File: src/rtl/generic_fifo_rd_stream_pkg.sv
// generic_fifo_rd_stream_pkg: shared state encoding and buffer/latency constants
package generic_fifo_rd_stream_pkg;
    typedef enum logic [1:0] {IDLE, RUN, FLUSH} state_t;
    localparam int BUF_DEPTH = 2;
    localparam int RD_LAT = 1;
    localparam int OCC_W = $clog2(BUF_DEPTH + 1);
endpackage

File: src/rtl/generic_fifo_rd_stream_if.sv
// generic_fifo_rd_stream_if: FIFO read port plus valid/ready output stream
// master: the reader block (drives fifo_rd_op, out_valid, out_data)
// slave: the FIFO/consumer side (drives fifo_empty, fifo_rd_data, fifo_rd_empty_err, out_ready)
interface generic_fifo_rd_stream_if #(parameter int DAT_WIDTH = 32) ();
    logic fifo_empty;
    logic [DAT_WIDTH-1:0] fifo_rd_data;
    logic fifo_rd_empty_err;
    logic fifo_rd_op;
    logic out_valid;
    logic [DAT_WIDTH-1:0] out_data;
    logic out_ready;
    modport master (
        input fifo_empty, fifo_rd_data, fifo_rd_empty_err, out_ready,
        output fifo_rd_op, out_valid, out_data
    );
    modport slave (
        output fifo_empty, fifo_rd_data, fifo_rd_empty_err, out_ready,
        input fifo_rd_op, out_valid, out_data
    );
endinterface

File: src/rtl/generic_fifo_rd_stream_skid2.sv
// fifo_rd_skid2: two-entry in-order word buffer
// ports: push/din write, pop advances head, clr empties, dout is the head word, occ 0..2
module fifo_rd_skid2 import generic_fifo_rd_stream_pkg::*; #(
    parameter int DAT_WIDTH = 32
) (
    input  logic                 clk,
    input  logic                 reset,
    input  logic                 clr,
    input  logic                 push,
    input  logic                 pop,
    input  logic [DAT_WIDTH-1:0] din,
    output logic [DAT_WIDTH-1:0] dout,
    output logic [OCC_W-1:0]     occ
);
    logic [DAT_WIDTH-1:0] tail;
    // with a pop the new word lands at the head only if it would otherwise be alone
    always_ff @(posedge clk or posedge reset)
        if (reset) begin
            dout <= '0;
            tail <= '0;
            occ  <= '0;
        end else if (clr) begin
            occ <= '0;
        end else begin
            dout <= pop ? (push && occ == OCC_W'(1) ? din : tail) : (push && occ == '0 ? din : dout);
            tail <= push && occ == (pop ? OCC_W'(2) : OCC_W'(1)) ? din : tail;
            occ  <= occ + OCC_W'(push) - OCC_W'(pop);
        end
endmodule

File: src/rtl/generic_fifo_rd_stream.sv
// generic_fifo_rd_stream: turns a FIFO read port into a valid/ready word stream
// ports: en starts reads, flush discards buffered/in-flight words, bus carries FIFO and stream
// signals, busy/rd_cnt report activity and delivered words, err is a sticky empty-read error
module generic_fifo_rd_stream import generic_fifo_rd_stream_pkg::*; #(
    parameter int DAT_WIDTH = 32,
    parameter int CNT_WIDTH = 16
) (
    input  logic                  clk,
    input  logic                  reset,
    input  logic                  en,
    input  logic                  flush,
    input  logic                  err_clr,
    generic_fifo_rd_stream_if.master bus,
    output logic                  busy,
    output logic [CNT_WIDTH-1:0]  rd_cnt,
    output logic                  err
);
    localparam logic [OCC_W:0] DEPTH = (OCC_W + 1)'(BUF_DEPTH);
    state_t state, state_nxt;
    logic [RD_LAT-1:0] rd_pipe;
    logic [OCC_W-1:0] occ;
    logic [OCC_W:0] outstanding;
    logic inflight, pop, push, credit;
    assign inflight = rd_pipe[RD_LAT-1];
    assign pop = bus.out_valid && bus.out_ready;
    // reads in flight already own a buffer slot
    assign outstanding = {1'b0, occ} + (OCC_W + 1)'(inflight);
    assign credit = outstanding < DEPTH || (outstanding == DEPTH && pop);
    assign bus.fifo_rd_op = state == RUN && !bus.fifo_empty && credit;
    // returning data is dropped while flushing
    assign push = inflight && !flush && state != FLUSH;
    assign bus.out_valid = occ != '0;
    assign busy = bus.out_valid || inflight || state == FLUSH;
    always_comb
        state_nxt = flush ? FLUSH :
                    state == IDLE && en ? RUN :
                    state == RUN && !en ? IDLE :
                    state == FLUSH && !inflight ? IDLE : state;
    always_ff @(posedge clk or posedge reset)
        if (reset) begin
            state   <= IDLE;
            rd_pipe <= '0;
            rd_cnt  <= '0;
            err     <= 1'b0;
        end else begin
            state   <= state_nxt;
            rd_pipe <= RD_LAT'({rd_pipe, bus.fifo_rd_op});
            rd_cnt  <= flush ? '0 : rd_cnt + CNT_WIDTH'(pop);
            err     <= bus.fifo_rd_empty_err || (err && !err_clr);
        end
    fifo_rd_skid2 #(.DAT_WIDTH(DAT_WIDTH)) u_skid (
        .clk  (clk),
        .reset(reset),
        .clr  (flush),
        .push (push),
        .pop  (pop),
        .din  (bus.fifo_rd_data),
        .dout (bus.out_data),
        .occ  (occ)
    );
endmodule
File: src/flat_wrapper.sv
// flat-port wrapper written by rule: the top's interface ports become plain ports
module generic_fifo_rd_stream_flat import generic_fifo_rd_stream_pkg::*;
#(
    parameter int DAT_WIDTH = 32,
    parameter int CNT_WIDTH = 16
)
  (clk, reset, en, flush, err_clr, busy, rd_cnt, err, bus_fifo_empty, bus_fifo_rd_data, bus_fifo_rd_empty_err, bus_out_ready, bus_fifo_rd_op, bus_out_valid, bus_out_data);
  generic_fifo_rd_stream_if #(.DAT_WIDTH(DAT_WIDTH)) bus_i ();
  input  logic clk;
  input  logic reset;
  input  logic en;
  input  logic flush;
  input  logic err_clr;
  output logic busy;
  output logic [CNT_WIDTH-1:0] rd_cnt;
  output logic err;
  input wire logic [$bits(bus_i.fifo_empty)-1:0] bus_fifo_empty;
  input wire logic [$bits(bus_i.fifo_rd_data)-1:0] bus_fifo_rd_data;
  input wire logic [$bits(bus_i.fifo_rd_empty_err)-1:0] bus_fifo_rd_empty_err;
  input wire logic [$bits(bus_i.out_ready)-1:0] bus_out_ready;
  output wire logic [$bits(bus_i.fifo_rd_op)-1:0] bus_fifo_rd_op;
  output wire logic [$bits(bus_i.out_valid)-1:0] bus_out_valid;
  output wire logic [$bits(bus_i.out_data)-1:0] bus_out_data;
  assign bus_i.fifo_empty = bus_fifo_empty;
  assign bus_i.fifo_rd_data = bus_fifo_rd_data;
  assign bus_i.fifo_rd_empty_err = bus_fifo_rd_empty_err;
  assign bus_i.out_ready = bus_out_ready;
  assign bus_fifo_rd_op = bus_i.fifo_rd_op;
  assign bus_out_valid = bus_i.out_valid;
  assign bus_out_data = bus_i.out_data;
  generic_fifo_rd_stream #(.DAT_WIDTH(DAT_WIDTH), .CNT_WIDTH(CNT_WIDTH)) u_core (.clk(clk), .reset(reset), .en(en), .flush(flush), .err_clr(err_clr), .bus(bus_i), .busy(busy), .rd_cnt(rd_cnt), .err(err));
endmodule
File: config.mk
export PLATFORM = sky130hd
export DESIGN_NAME = generic_fifo_rd_stream_flat
export DESIGN_NICKNAME = d
export VERILOG_FILES = /design/src/rtl/generic_fifo_rd_stream_pkg.sv /design/src/rtl/generic_fifo_rd_stream_if.sv /design/src/rtl/generic_fifo_rd_stream_skid2.sv /design/src/rtl/generic_fifo_rd_stream.sv /design/src/flat_wrapper.sv
export SDC_FILE = /design/constraint.sdc
export NUM_CORES = 1
export LEC_CHECK = 0
export CAP_MARGIN = 40
export CORE_UTILIZATION = 51
export DETAILED_ROUTE_END_ITERATION = 6
export GPL_TIMING_DRIVEN = 1
export PLACE_DENSITY = 0.88
export SYNTH_ARGS = -nofsm -noshare
export SYNTH_HDL_FRONTEND = slang
export SYNTH_SLANG_ARGS = --single-unit
File: constraint.sdc
create_clock -name clk -period 3.08 [get_ports clk]
set_clock_uncertainty 0.05 [all_clocks]
set_input_delay 0.462 -clock clk [delete_from_list [all_inputs] [get_ports clk]]
set_output_delay 0.462 -clock clk [all_outputs]
set_load 0.01 [all_outputs]
After elaboration in Yosys (flattened, before gate mapping)
Index checks and enable logic that the tools add are counted.
Cells by class
  equality and inequality tests: 6
  mux-type cells: 10
  reductions and logical operators: 29
  add/sub/neg operators: 4
  order comparisons: 1
  bitwise logic cells: 1
Operators with widths (number)
  $mux 32: 3
  $add 16x1->16: 1
  $mux 16: 1
  $logic_and 1x1->1: 13
  $mux 2: 6
  $logic_not 1->1: 5
  $eq 2x1->1 const B: 2
  $logic_not 2->1: 2
  $logic_or 1x1->1: 4
  $reduce_and 2->1: 2
  $reduce_bool 2->1: 2
  $reduce_bool 4->1: 1
  $add 2x1->3: 1
  $eq 3x2->1 const B: 1
  $lt 3x2->1 const B: 1
  $add 2x1->2: 1
  $eq 2x2->1: 1
  $eq 2x2->1 const B: 1
  $ne 2x2->1 const B: 1
  $sub 2x1->2: 1
  $not 1->1: 1
Word-level totals
  output and inout port bits: 52
  register bits after elaboration: 86

Longest topological paths before layout
Gate-level depths: netlist of the first run.
  word-level depth: 6
  gate-level depth with buffers: 8
  mapped depth without buffers: 7

Cells and area by module
Synthesis of the first run repeated with hierarchy kept, for this count alone.
Second synthesis, totals
  cells, all modules: 408
  area total of the unflattened synthesis: 4570.6 µm²
Modules (own cells, without submodules)
  fifo_rd_skid2: seq. area each 1651.6 µm², times used 1, cells each 302, area each 3495.9 µm²
  generic_fifo_rd_stream: seq. area each 500.5 µm², times used 1, cells each 106, area each 1074.8 µm²

Worst setup path before layout of the first run
Ideal clock, no wire load.
  path type: register to output
  start: reg u_core.u_skid.occ[0]
  end: out bus_fifo_rd_op
  cell stages (with the launch flop): 6
  buffers on the path: 0
  data required time: 2.568 ns
  data arrival time: 1.443 ns
  slack: 1.125 ns
  cells stage by stage: dfrtp_1 -> ha_1 -> ha_1 -> nor2_1 -> a31oi_1 -> nor4b_1
On the way
  word-level cells in the longest chain between the ends: 5
Ends and longest elaborated chain
  start: declaration: line generic_fifo_rd_stream_skid2.sv:13  | output logic [OCC_W-1:0] occ
  start signal: assignment: line generic_fifo_rd_stream_skid2.sv:27  | occ <= occ + OCC_W'(push) - OCC_W'(pop);
  branches (longest 3 deep; another with $add 2x1->3)
  $logic_or 1x1->1 *: line generic_fifo_rd_stream.sv:28  | assign credit = outstanding < DEPTH || (outstanding == DEPTH && pop);
  $logic_and 1x1->1 *: line generic_fifo_rd_stream.sv:29  | assign bus.fifo_rd_op = state == RUN && !bus.fifo_empty && credit;
  end: declaration: line flat_wrapper.sv:21  | output wire logic [$bits(bus_i.fifo_rd_op)-1:0] bus_fifo_rd_op;
Every way passes the cells marked *.

Final worst setup path of the first run
Ends and elaborated chain as after synthesis.

==> out/results.txt, run 1 <==
Final setup viols - 0
Count of flip-flops with a built-in enable after synthesis - 0
Via/cell ratio - 5.809
Final WL - 9843 um
Area Overhead vs Synth - 29.83%
First-pass GRT wire length - 16,480 um
WHS - 0.4216 ns
Syn nets - 422
Layout cells sized above 1 - 14.69%
Sw Pwr - 1.303 mW
Fin crit period - 2.841 ns
Synth warnings - 0
Crit path arrival time - 2.33 ns
Avg Inst Size Synth - 11.32 sq um
Worst Path Buf+Inv - 2
CTS buffer count - 9
Worst VDD drop - 0.0002868 V
CTS root buf - clkbuf_8
Antenna violations before repair - 0
Share of the synthesized area in the top cell type - 50.69%
Final Cycle Share - 92.23%
GRT Total Usage - 24.73%
Worst Path Max Fanout - 7
Cell taking the most area after synthesis - dfrtp_1
Reg clk slew, reported paths - 0.09 ns
Io pins - 92
Pwr Density - 719.8 nW/um^2
Drt first pass iters - 4
Die X - 93.24 um
Critical path required time - 2.57 ns
Seq/Total Area, Yosys - 50.69%
Die area - 8693 sq um
Initial Util - 53.82%
Crit end category - output pin
Worst Max-Slew Pin Slew - 0.5929 ns
Clk_lat worst skew - 0.35 ns
Setup WS pre-CTS - 0.2789 ns
RSZ-0062 raised after global routing - no
Clock Sinks - 86
Setup WS post-layout - 0.2393 ns
Yosys cell types - 34
Most frequent cell after synthesis - dfrtp_1
HP Class - in -> async
Synth Flop Type - dfrtp_1
Seq pwr share - 38.6%
CTS tree - built
Clock power frac - 22.1%
Family with the most delay on the worst path - buffers and inverters
Nets - 505
Leakage - 2.357 nW
Clock Path Buffers - 2
IO Port Bufs - 91
Sw Share - 32.83%
Kind of critical path - reg -> out
Pint - 2.665 mW
Initial drt markers - 102
Gr ovfl total - 0
Slew Limit Fails - 0
Setup_tns - 0 ns
# Max-Cap Violations - 0
Logic gate share of total power - 39.3%
FP Rows - 32
Die Y - 93.24 um
Via Count - 3,282
Netlist area before placement - 4245 sq um
Final core occ - 69.88%
HPWL Detailed - 6725 um
Cell count after synthesis - 375
Detail Route Antenna Nets - 0
Number of global-route vias before repair - 3,434
Ys async rst share - 100.0%
Routability cong. - 0.8122
DRC - 0
Core area - 7888 sq um
Top post-synthesis cells by area - dfrtp_1 51%, a31oi_2 8.8%, mux2_1 8.5%
Total chip power - 3.967 mW
H-tree Lvls - 3
Rel. slew slack - 60.43%
Most used cell, CP - ha_1
Post-synthesis register bit count - 86
Routed WL per cell - 17.42 um
Antenna diodes - 0
Largest net degree at the start of global routing - 37
Peak Freq - 352.0 MHz
Hold Buf Count CTS - 0
Commonest cells in the synthesized netlist - 86 x dfrtp_1, 36 x nand3_1, 33 x o211ai_1
Worst Setup Start Kind - flop
Crit path cell chain - ha_1 -> inv_1 -> ha_1 -> a31oi_1 -> nor4b_2 -> clkdlybuf4s50_1
Status - completed
Endpoints failing hold - 0
Slowest-stage cell, CP - clkdlybuf4s50_1
Largest stage delay on the critical path - 0.60 ns
## metal layers
| metal | wire, um | GRT usage, % |
|---|---|---|
| met3 | 650 | 6.992 |
| met1 | 4144 | 30.50 |
| met2 | 4948 | 41.36 |
| met4 | 100 | 9.103 |
| met5 | 0 | 0 |
## worst paths after layout
check | depth (start not counted) | slack, ns | endpoint | start
setup / recovery | 6 | 0.24 | bus_fifo_rd_op | u_core.u_skid.occ[0]
hold / removal | 2 | 0.42 | u_core.u_skid.tail[24] | reset
setup reg to reg | 6 | 1.01 | u_core.rd_cnt[15] | u_core.u_skid.occ[0]
hold reg to reg | 1 | 0.44 | u_core.u_skid.tail[0] | u_core.u_skid.tail[0]
max in group asynchronous | 3 | 1.84 | u_core.u_skid.dout[14] | reset
min in group clk | 1 | 0.44 | u_core.u_skid.tail[0] | u_core.u_skid.tail[0]
## area by class of cell
class / count / area [sq um]
Inverter: 6 / 23.77
Clock buffer: 9 / 123.9
Tap cell: 102 / 127.6
Timing Repair Buffer: 106 / 1064
Fill cell: 565 / 2376
Clock inverter: 7 / 97.59
Sequential cell: 86 / 2152
Multi-Input combinational cell: 249 / 1923
## kinds of logic after synthesis
group,Yosys count,synth area share [%]
AOI/OAI and AO/OA,78,16.74
muxes,33,8.724
buffers and inverters,40,4.568
adders and majority gates,7,2.063
and+or+nand+nor,118,14.53
xor gates and xnor gates,13,2.682
DFF,86,50.69
## per-stage QoR
stage,instances,instance area [sq um]
finish,565,5512
global route,565,5512
CTS,565,5505
detailed placement,549,5284
global placement,547,5229
floorplan,375,4245
## state kept, by name (all words and copies together), names as in the netlist
name                count
u_core.state            2
u_core.u_skid.tail     32
u_core.rd_cnt          16
u_core.u_skid.dout     32
u_core.inflight         1
u_core.u_skid.occ       2
u_core.err              1
## worst register-to-register path, cell delays in order, from the launching register on
cell and delay (ns):
dfrtp_1 0.47, or2_4 0.20, and2_1 0.22, ha_1 0.30, nand4_1 0.22, or3_1 0.40
a21oi_1 0.14
## layout by cell type (no fill, tap or decap), drive strengths merged, types with 7 or more instances in the layout
| cell | n |
|---|---|
| dfrtp | 86 |
| nor3 | 33 |
| ha | 7 |
| o211ai | 33 |
| clkbuf | 9 |
| nand3 | 36 |
| mux2 | 32 |
| buf | 15 |
| a31oi | 33 |
| clkdlybuf4s50 | 91 |
| nor2 | 15 |
| nand4 | 7 |
| xor2 | 10 |
## power groups by stage
stage / logic, mW / clock network (mW) / registers, mW
2_1_floorplan: 0.768 / 0 / 1.64
3_3_place_gp: 1.50 / 0 / 1.54
3_5_place_dp: 1.56 / 0 / 1.56
4_1_cts: 1.57 / 0.888 / 1.54
5_1_grt: 1.68 / 0.944 / 1.57
6_report: 1.56 / 0.876 / 1.53
## what timing repair did
item,CTS,global route
setup buffers,0,0
hold endpoints to repair,0,0
gates resized for setup,0,1
endpoints found under the setup margin,0,1
No activity file was read; power rests on OpenSTA's default activity.
==> inputs of run 2 (changes only) <==
--- a/config.mk
+++ b/config.mk
@@ -6,6 +6,7 @@
 export NUM_CORES = 1
 export LEC_CHECK = 0
 export CAP_MARGIN = 40
+export CORE_ASPECT_RATIO = 1.5
 export CORE_UTILIZATION = 51
 export DETAILED_ROUTE_END_ITERATION = 6
 export GPL_TIMING_DRIVEN = 1
==> run 2 against run 1 <==
Against the previous run: sequential power about the same; clock-buffer cell count up 3; worst setup slack worse by 0.063 ns; largest power group is now registers; clock power up 37%; global-route usage up 0.67 points; critical path depth down 1; via count up 3.5%; combinational power about the same; worst hold slack about the same; wire length up 5.5%; core utilization down 0.26 points; first-iteration DRC count up 110%.
==> out/results.txt, run 2 (synthesis results as in run 1) <==
Final setup viols - 0
Fillers - 568
Routability cong. - 0.8088
# Max-Cap Violations - 0
Worst Path Max Fanout - 11
CTS buffer count - 9
WHS - 0.4217 ns
Routed WL per cell - 18.38 um
M3 GR Usage - 4.560%
Nets - 502
Total chip power - 4.312 mW
Critical path required time - 2.57 ns
HP Class - reg -> reg
Antenna diodes - 0
Endpoints failing hold - 0
DRC - 0
Slew Limit Fails - 0
Die Y - 113.7 um
Via Count - 3,398
Fin crit period - 2.904 ns
Hold Buf Count CTS - 0
Clock Path Buffers - 2
Crit path arrival time - 2.39 ns
Worst Setup Start Kind - flop
Io pins - 92
GRT Total Usage - 25.40%
Reg2reg setup slack - 0.84 ns
Area Overhead vs Synth - 32.12%
Die X - 76.50 um
Status - completed
IO Port Bufs - 91
GR Util met1 - 27.58%
Pwr Density - 768.7 nW/um^2
CTS tree - built
Biggest regs - u_core.u_skid.dout: 32 flops, u_core.u_skid.tail: 32 flops, u_core.rd_cnt: 16 flops
Drt first pass iters - 4
FP Rows - 40
Die area - 8701 sq um
Setup_tns - 0 ns
Rel. slew slack - 45.31%
Clock Sinks - 86
Kind of critical path - reg -> out
First-pass GRT wire length - 17,200 um
HPWL Detailed - 6834 um
Initial Util - 52.69%
Detail Route Antenna Nets - 0
Top Usage Layer GRT - met2
Via/cell ratio - 6.014
Met2 Use GR - 46.31%
Worst Max-Slew Pin Slew - 0.8194 ns
Gr ovfl total - 0
Largest net degree at the start of global routing - 47
CTS root buf - clkbuf_16
Post-CTS Resized - 0
Leakage - 2.401 nW
Number of global-route vias before repair - 3,518
Peak Freq - 344.4 MHz
Crit end category - output pin
H-tree Lvls - 3
Clk_lat worst skew - 0.34 ns
Initial drt markers - 216
Final WL - 10,380 um
Antenna violations before repair - 0
Most frequent cells in the layout - 91 x clkdlybuf4s50_1, 86 x dfrtp_1, 36 x nand3_1, 33 x o211ai_1
Reg clk slew, reported paths - 0.06 ns
Layout cells sized above 1 - 13.26%
Postcts setup bufs - 0
Worst VDD drop - 0.0004195 V
Core area - 8058 sq um
Final Cycle Share - 94.28%
RSZ-0062 raised after global routing - no
Most common cell after layout, fill and taps aside - clkdlybuf4s50_1
-- run 2: through the flow --
step | utilization (%) | cell area [sq um] | cells | setup slack [ns]
2_1_floorplan | - | 4245 | 375 | 0.3462
3_3_place_gp | 64.81 | 5223 | 547 | 0.2190
3_5_place_dp | 65.50 | 5278 | 549 | 0.3206
4_1_cts | 69.61 | 5609 | 565 | 0.1711
5_1_grt | 69.61 | 5609 | 565 | 0.06859
6_report | 69.61 | 5609 | 565 | 0.1762
-- run 2: per-layer routing --
metal | up-vias | part of all wire, % | wire, um
li1 | 1546 | - | -
met1 | 1717 | 38 | 3901
met3 | 23 | 4.6 | 482
met4 | 0 | 3.0 | 314
met5 | - | 0 | 0
met2 | 112 | 55 | 5686
-- run 2: worst paths after layout --
path	cells after the start	startpoint	to
min in group asynchronous	2	reset	u_core.u_skid.tail[28]
max in group asynchronous	3	reset	u_core.u_skid.dout[10]
setup reg to reg	6	u_core.u_skid.occ[1]	u_core.rd_cnt[15]
hold / removal	1	u_core.err	u_core.err
setup / recovery	5	u_core.u_skid.occ[1]	bus_fifo_rd_op
hold reg to reg	1	u_core.err	u_core.err
-- run 2: final cells by class --
cell class / count / area (sq um) / share of cell area, %
tap: 105 / 131.4 / 2.342
clock inverter: 4 / 95.09 / 1.695
sequential: 86 / 2152 / 38.37
timing repair buffer: 103 / 1054 / 18.78
multi-input combinational: 249 / 1917 / 34.17
clock buffer: 12 / 236.5 / 4.216
inverter: 6 / 23.77 / 0.4238
-- run 2: report_power, final --
group / switching, mW / leakage, nW / internal (mW)
Combinational: 0.730 / 1.13 / 0.820
Clock: 0.412 / 0.161 / 0.792
Sequential: 0.175 / 1.11 / 1.38
-- run 2: critical path, cell delays in order (launching register included) --
cell and delay [ns]:
dfrtp_1 0.56, or2_4 0.23, and2_1 0.22, a31oi_1 0.10
nor4b_1 0.33, clkdlybuf4s50_1 0.61
==> inputs of run 3 (changes only) <==
--- a/config.mk
+++ b/config.mk
@@ -8,6 +8,7 @@
 export CAP_MARGIN = 40
 export CORE_ASPECT_RATIO = 1.5
 export CORE_UTILIZATION = 51
+export CTS_BUF_LIST = sky130_fd_sc_hd__clkbuf_16
 export DETAILED_ROUTE_END_ITERATION = 6
 export GPL_TIMING_DRIVEN = 1
 export PLACE_DENSITY = 0.88
==> run 3 against run 2 <==
Against the previous run: via count is 0.50% higher; final area stayed put; largest cell class unchanged; power is 0.26% lower; critical path type unchanged; global-route usage stayed put; wire length is 0.28% lower; largest power group unchanged; worst setup slack better by 0.00096 ns; fmax hardly changed; die area stayed put.
==> out/results.txt, run 3 (synthesis results as in run 1) <==
Status - completed
Most common cell after layout, fill and taps aside - clkdlybuf4s50_1
Hold depth - 1
Number of global-route vias before repair - 3,518
HP Start - u_core.err
IO Port Bufs - 91
Final setup viols - 0
Initial drt markers - 212
Final WL - 10,360 um
H-tree Lvls - 3
Reg clk slew, reported paths - 0.06 ns
Drt first pass iters - 4
GRT Total Usage - 25.40%
FP Rows - 40
WL met3 - 479 um
Worst Setup Start Kind - flop
Endpoints failing hold - 0
Biggest regs - u_core.u_skid.dout: 32 flops, u_core.u_skid.tail: 32 flops, u_core.rd_cnt: 16 flops
Hold Buf Count CTS - 0
Setup_tns - 0 ns
Setup WS pre-CTS - 0.3206 ns
DRC - 0
Die Y - 113.7 um
Gr ovfl total - 0
HP Class - reg -> reg
Antenna diodes - 0
Crit end category - output pin
Worst-case reg-to-reg path depth - 6
CTS root buf - clkbuf_16
First-pass GRT wire length - 17,200 um
Pwr Density - 766.7 nW/um^2
Placed cell area - 5278 sq um
Clk_lat worst skew - 0.34 ns
# Max-Cap Violations - 0
Die area - 8701 sq um
Area Overhead vs Synth - 32.12%
Peak Freq - 344.5 MHz
Post-route insts no fill - 565
Via Count - 3,415
Setup crit start - u_core.u_skid.occ[1]
Largest net degree at the start of global routing - 47
Initial Util - 52.69%
Die X - 76.50 um
Total chip power - 4.301 mW
Worst Path Max Fanout - 11
CTS buffer count - 9
Detail Route Antenna Nets - 0
Routed WL per cell - 18.33 um
Fin area - 5609 sq um
Postcts setup bufs - 0
Rel. slew slack - 45.20%
Kind of critical path - reg -> out
WHS - 0.4217 ns
RR Startpoint - u_core.u_skid.occ[1]
Io pins - 92
Setup WS post-layout - 0.1772 ns
Final Cycle Share - 94.25%
Clock Sinks - 86
Fin crit period - 2.903 ns
Via/cell ratio - 6.044
Crit path arrival time - 2.39 ns
Most frequent cells in the layout - 91 x clkdlybuf4s50_1, 86 x dfrtp_1, 36 x nand3_1, 33 x o211ai_1
HPWL Detailed - 6834 um
Dpl cells - 549
Final core occ - 69.61%
Routability cong. - 0.8088
Nets - 502
Worst VDD drop - 0.0004194 V
Critical path required time - 2.57 ns
Antenna violations before repair - 0
Clock Path Buffers - 2
Post-CTS Resized - 0
Worst Max-Slew Pin Slew - 0.8210 ns
Slew Limit Fails - 0
Top sig layer - met4
Met2 WL - 5534 um
Fillers - 568
Core area - 8058 sq um
Leakage - 2.413 nW
CTS tree - built
Met1 WL - 4005 um
Layout cells sized above 1 - 13.26%
RSZ-0062 raised after global routing - no
==> run 3: cell types whose count changed in the layout (fill, tap and decap cells not counted) <==
cell,delta
clkbuf_1,-3
inv_1,+3
==> run 3: worst max-delay path, cell delays in order, from the launching register on <==
cell and delay (ns):
dfrtp_1 0.56, or2_4 0.23, and2_1 0.22, a31oi_1 0.10
nor4b_1 0.33, clkdlybuf4s50_1 0.61
==> run 3: final cells by class <==
type	count	area (sq um)	share of cell area, %
Timing Repair Buffer	103	1054	18.78
Tap cell	105	131.4	2.342
Inverter	6	23.77	0.4238
Clock buffer	9	225.2	4.015
Clock inverter	7	106.4	1.896
Sequential cell	86	2152	38.37
Multi-Input combinational cell	249	1917	34.17
==> run 3: metal layers <==
layer	GRT usage (%)	vias up
met4	14.49	0
met5	0	-
met3	4.560	27
met1	27.58	1724
met2	46.31	119
li1	-	1545
==> run 3: final timing paths <==
path	slack, ns	to
max	0.18	bus_fifo_rd_op
min	0.42	u_core.err
max reg2reg	0.84	u_core.rd_cnt[15]
min reg2reg	0.42	u_core.err
max in group asynchronous	1.78	u_core.u_skid.tail[7]
min in group asynchronous	0.54	u_core.u_skid.dout[28]
==> run 3: where the power goes <==
group / switching [mW] / internal, mW
logic: 0.728 / 0.820
clock network: 0.414 / 0.782
registers: 0.175 / 1.38
total: 1.32 / 2.98
